$ cat config.mk
export PLATFORM = sky130hd
export DESIGN_NAME = mem_access
export DESIGN_NICKNAME = d
export VERILOG_FILES = /design/src/rtl/mem_access.sv
export SDC_FILE = /design/constraint.sdc
export NUM_CORES = 1
export LEC_CHECK = 0
export CORE_ASPECT_RATIO = 1.5
export CORE_MARGIN = 2
export CORE_UTILIZATION = 25
export DETAILED_ROUTE_END_ITERATION = 10
export PLACE_DENSITY = 0.5
export SYNTH_ARGS = -nofsm -noshare
export SYNTH_HDL_FRONTEND = slang
export SYNTH_SLANG_ARGS = --single-unit
$ cat constraint.sdc
create_clock -name clk -period 5.4 [get_ports clk]
set_input_delay 1.08 -clock clk [delete_from_list [all_inputs] [get_ports clk]]
set_output_delay 1.08 -clock clk [all_outputs]
set_load 0.03 [all_outputs]
$ cat src/rtl/mem_access.sv
// mem_access: RV32I memory-access stage.
// Loads and stores are split into single-byte transfers on the shared
// byte-wide bus. The pipeline is stalled until the access completes. All
// other instructions pass through to mem_wb combinationally.
module mem_access #(
    parameter int ADDR_W = 32
) (
    input  logic              clk,
    input  logic              rst,          // asynchronous, active-low
    input  logic [10:0]       opcode_i,
    input  logic [ADDR_W-1:0] mem_addr_i,
    input  logic [31:0]       wdata_i,
    input  logic [4:0]        wd_i,
    input  logic              wreg_i,
    input  logic              mem_gnt_i,
    input  logic [7:0]        mem_din_i,
    output logic              mem_req_o,
    output logic              mem_wr_o,
    output logic [ADDR_W-1:0] mem_a_o,
    output logic [7:0]        mem_dout_o,
    output logic              stall_req_o,
    output logic [4:0]        wd_o,
    output logic              wreg_o,
    output logic [31:0]       wdata_o
);

    localparam logic [6:0] OP_LOAD  = 7'b0000011;
    localparam logic [6:0] OP_STORE = 7'b0100011;

    typedef enum logic [1:0] {IDLE, ACCESS, WAITRD, DONE} state_e;

    state_e            state_q,   state_d;
    logic [1:0]        k_q,       k_d;        // index of the byte on the bus
    logic [1:0]        last_q,    last_d;     // N-1
    logic [ADDR_W-1:0] base_q,    base_d;
    logic [2:0]        f3_q,      f3_d;
    logic              store_q,   store_d;
    logic [31:0]       sdata_q,   sdata_d;
    logic [4:0]        wd_q,      wd_d;
    logic              wreg_q,    wreg_d;
    logic [31:0]       lanes_q,   lanes_d;    // assembled load bytes
    logic              rd_pend_q, rd_pend_d;  // a granted read returns data this cycle
    logic [1:0]        rd_lane_q, rd_lane_d;  // lane that returning byte belongs to

    logic [2:0]  funct3;
    logic        is_load;
    logic        is_store;
    logic        is_mem;
    logic [1:0]  last_in;
    logic [31:0] load_val;

    // funct7[5] has no meaning for loads or stores.
    logic unused_funct7;
    assign unused_funct7 = opcode_i[10];

    // Decode the incoming instruction and size the access.
    always_comb begin
        funct3   = opcode_i[9:7];
        is_load  = (opcode_i[6:0] == OP_LOAD) &&
                   (funct3 inside {3'b000, 3'b001, 3'b010, 3'b100, 3'b101});
        is_store = (opcode_i[6:0] == OP_STORE) &&
                   (funct3 inside {3'b000, 3'b001, 3'b010});
        is_mem   = is_load || is_store;
        case (funct3[1:0])
            2'b00:   last_in = 2'd0;
            2'b01:   last_in = 2'd1;
            default: last_in = 2'd3;
        endcase
    end

    // Extend the assembled load bytes according to the latched funct3.
    always_comb begin
        case (f3_q)
            3'b000:  load_val = {{24{lanes_q[7]}},  lanes_q[7:0]};
            3'b001:  load_val = {{16{lanes_q[15]}}, lanes_q[15:0]};
            3'b100:  load_val = {24'd0, lanes_q[7:0]};
            3'b101:  load_val = {16'd0, lanes_q[15:0]};
            default: load_val = lanes_q;
        endcase
    end

    // State and datapath registers.
    // NOTE: sequential state uses non-blocking assignments so every register
    // samples the pre-edge values, independent of statement order.
    always_ff @(posedge clk or negedge rst) begin
        if (!rst) begin
            state_q   <= IDLE;
            k_q       <= '0;
            last_q    <= '0;
            base_q    <= '0;
            f3_q      <= '0;
            store_q   <= 1'b0;
            sdata_q   <= '0;
            wd_q      <= '0;
            wreg_q    <= 1'b0;
            lanes_q   <= '0;
            rd_pend_q <= 1'b0;
            rd_lane_q <= '0;
        end else begin
            state_q   <= state_d;
            k_q       <= k_d;
            last_q    <= last_d;
            base_q    <= base_d;
            f3_q      <= f3_d;
            store_q   <= store_d;
            sdata_q   <= sdata_d;
            wd_q      <= wd_d;
            wreg_q    <= wreg_d;
            lanes_q   <= lanes_d;
            rd_pend_q <= rd_pend_d;
            rd_lane_q <= rd_lane_d;
        end
    end

    // Next-state logic: sequencing, byte counting and read-data capture.
    // NOTE: every signal gets a default first so no path leaves it unassigned,
    // which would otherwise infer a latch.
    always_comb begin
        state_d   = state_q;
        k_d       = k_q;
        last_d    = last_q;
        base_d    = base_q;
        f3_d      = f3_q;
        store_d   = store_q;
        sdata_d   = sdata_q;
        wd_d      = wd_q;
        wreg_d    = wreg_q;
        lanes_d   = lanes_q;
        rd_pend_d = 1'b0;
        rd_lane_d = rd_lane_q;

        // Read data lags its grant by one cycle.
        if (rd_pend_q) begin
            lanes_d[{rd_lane_q, 3'b000} +: 8] = mem_din_i;
        end

        case (state_q)
            IDLE: begin
                if (is_mem) begin
                    state_d = ACCESS;
                    base_d  = mem_addr_i;
                    f3_d    = funct3;
                    last_d  = last_in;
                    store_d = is_store;
                    sdata_d = wdata_i;
                    wd_d    = wd_i;
                    wreg_d  = wreg_i;
                    k_d     = '0;
                    lanes_d = '0;
                end
            end
            ACCESS: begin
                if (mem_gnt_i) begin
                    rd_pend_d = !store_q;
                    rd_lane_d = k_q;
                    if (k_q == last_q) begin
                        state_d = store_q ? DONE : WAITRD;
                    end else begin
                        k_d = k_q + 2'd1;
                    end
                end
            end
            WAITRD:  state_d = DONE;
            default: state_d = IDLE;
        endcase
    end

    // Output logic: bus drive, stall request and writeback record.
    always_comb begin
        mem_req_o   = 1'b0;
        mem_wr_o    = 1'b0;
        mem_a_o     = '0;
        mem_dout_o  = '0;
        stall_req_o = 1'b0;
        wd_o        = '0;
        wreg_o      = 1'b0;
        wdata_o     = '0;
        // Outputs are forced low while reset is held, including pass-through.
        if (rst) begin
            case (state_q)
                IDLE: begin
                    if (is_mem) begin
                        stall_req_o = 1'b1;
                    end else begin
                        wd_o    = wd_i;
                        wreg_o  = wreg_i;
                        wdata_o = wdata_i;
                    end
                end
                ACCESS: begin
                    stall_req_o = 1'b1;
                    mem_req_o   = 1'b1;
                    mem_wr_o    = store_q;
                    mem_a_o     = base_q + ADDR_W'(k_q);
                    mem_dout_o  = sdata_q[{k_q, 3'b000} +: 8];
                end
                WAITRD: stall_req_o = 1'b1;
                default: begin
                    wd_o    = wd_q;
                    wreg_o  = wreg_q;
                    wdata_o = store_q ? 32'd0 : load_val;
                end
            endcase
        end
    end

endmodule

==> metrics.cfg <==
[clock_network]
cts_tree=built
cts_resized=0
ctsRootBufferMaster=clkbuf_16
clkLatencyLatePin_ns=0.42
clk_pin_slew_ns=0.06
clock_sinks=115
htreeDepth=4
cts.path.max_buffers=2
cts_setup_buffers=0
postCtsHoldBufs=0
cts_inserted_buffers=17

[timing]
timing.final.crit_share_pct=87.78
grt_setup_unrepaired=no
tightest_slew_ns=1.078
slew_viol_final=0
fin_crit_ns=4.740
hold_ws_ns=0.5013
skew_ns=0.006945
setup_viol=0
finalSetupTns_ns=0
relSlewSlack_pct=28.17
max_freq_ghz=0.2110
hold_viol=0

[route]
vias=5570
drcViolationCount=0
via_per_inst=4.860
firstDrtPassIters=5
drtIter0Drc=328
antenna_left=0
routed_wl_mm=21.94
detail_route.wl_per_cell_um=19.14

[finish]
fin_nets=902
area_growth_pct=38.07
insertedDiodeCount=0
drive_gt1_share_pct=17.31

[critical_path]
path_class=register to output pin
rrSetupSlack_ns=2.96
crit_arrival_ns=3.66
reg2reg_depth=5
crit_path_end=mem_a_o[28]
r2r_start=state_q[0]
worstPathCellList=fa_1 -> and2_1 -> nand3_2 -> or4_1 -> a21oi_1 -> clkdlybuf4s50_1
worstReg2RegEnd=lanes_q[13]
cp_max_fo=15
start_kind=register
slowest_delay_ns=0.79
cp_num_buf_inv=1
cp-end-kind=output pin
crit_cells=6
cp.required_ns=4.32
crit_family=simple AND/OR/NAND/NOR gates
critPathLaunch=k_q[1]
critical-path-slowest-cell=dfrtp_1

[synth]
avgSynthCellArea_um2=10.34
synth_area_um2=6691
yosysWarnings=0
synth_top_area_share_pct=43.01
ys_top_cells_by_count=dfrtp_1, mux2_2, a21oi_1, a22oi_1, nor2_1
synth_area_leaders=dfrtp_1, mux2_2, a22oi_1
synth_edf_count=0
synthFlopType=dfrtp_1
ys_types=47
netlist.top_cell.by_area=dfrtp_1
syn_inst=647
synth_most_common_cell=dfrtp_1
ys_seq_area_share_pct=43.01
ys_seq_elements=115
synth_fp_nets=751
synthArstFlopShare_pct=100.0

[place]
port_buffers=171
routabilityCongestion=0.8056
dp_hpwl_mm=15.99

[floorplanning]
fp.dieArea_um2=28120
fp.dieH_um=204.4
num_rows=73
die_x_um=137.6
core-area_um2=26400
initial_core_util_pct=25.35
io_pins=173

[power]
finalPower_mw=3.537
power_density_nw_per_um2=382.8
power.leakage_nw=3.785
peakVddDrop_uv=229.6

[grt]
antenna_found_initial=0
track_usage_pct=15.93
grt_pass1_wl_mm=33.63
grt_max_degree=122
grt_pass1_vias=5703
overflow=0

[hold_path]
min_path_type=register to register

[outcome]
outcome=finished clean

[job]
max-cap-violations=0

[sequential cells by signal, summed over array words and instances, names as in the netlist]
| name | count |
|---|---|
| rd_lane_q | 2 |
| state_q | 2 |
| lanes_q | 32 |
| wreg_q | 1 |
| base_q | 32 |
| rd_pend_q | 1 |
| sdata_q | 32 |
| last_q | 2 |
| store_q | 1 |
| wd_q | 5 |
| f3_q | 3 |
| k_q | 2 |
[cell usage in the layout (no fill, tap or decap), drive strengths merged, types with 13 or more instances in the layout]
cell and instances:
clkdlybuf4s50 170, dfrtp 115, mux2 76, a21oi 54
a22oi 54, nor2 48, nand3 31, nand2 27
nor2b 25, o21ai 21, clkbuf 21, nand2b 19
and2 13, nand4 13
[how the worst min path moves through the flow]
stage / end / startpoint / slack [ns] / cells after the start
floorplan: sdata_q[23] / sdata_q[23] / 0.47 / 1
global placement: sdata_q[23] / sdata_q[23] / 0.48 / 1
detailed placement: sdata_q[23] / sdata_q[23] / 0.49 / 1
CTS: k_q[1] / rst / 0.50 / 1
global route: k_q[1] / rst / 0.51 / 1
finish: sdata_q[23] / sdata_q[23] / 0.50 / 1
[cell type report]
cell class | instances | area (µm²)
clock buffers | 21 | 460.4
clock inverters | 9 | 107.6
fillers | 2702 | 17160
inverters | 9 | 33.78
multi-input cells | 474 | 3537
flip-flops and latches | 115 | 2878
well taps | 337 | 421.7
repair buffers | 181 | 1800
[report_power, final]
part	internal, mW	switching [mW]	leakage [nW]
registers	0.988	0.127	1.57
clock network	0.695	0.404	0.263
logic	0.560	0.763	1.96
[worst register-to-register path: cells and delay by family, from the launching register on]
kind	cells	cell delay [ns]
flip-flops	1	0.41
AND/OR/NAND/NOR	2	0.89
adder cells (fa/ha/maj)	1	0.35
buffers and inverters	2	0.67
[routing by layer]
layer  global-route usage [%]  wire, µm  share of wire [%]  vias up
li1                         -         -                  -     2677
met1                    18.62      8832                 40     2716
met2                    28.39     11690                 53      154
met3                    3.001       903                4.1       23
met4                    6.112       507                2.3        0
met5                        0         0                  0        -
[cells by family after synthesis]
family	share of synthesized area (%)
compound gates	14.25
xor+xnor	1.571
fa+ha+maj	2.356
buf+inv	4.488
flops	43.01
mux	15.78
simple gates	18.55
[stage by stage]
step	util, %	std cells	area [µm²]	setup WS [ns]
2_1_floorplan	-	647	6691	1.760
3_3_place_gp	32.85	1116	8671	0.7179
3_5_place_dp	32.85	1116	8671	0.6965
4_1_cts	35.00	1146	9239	0.5956
5_1_grt	35.00	1146	9239	0.4546
6_report	35.00	1146	9239	0.6600
Note: power is estimated with default switching activity, not from simulation.
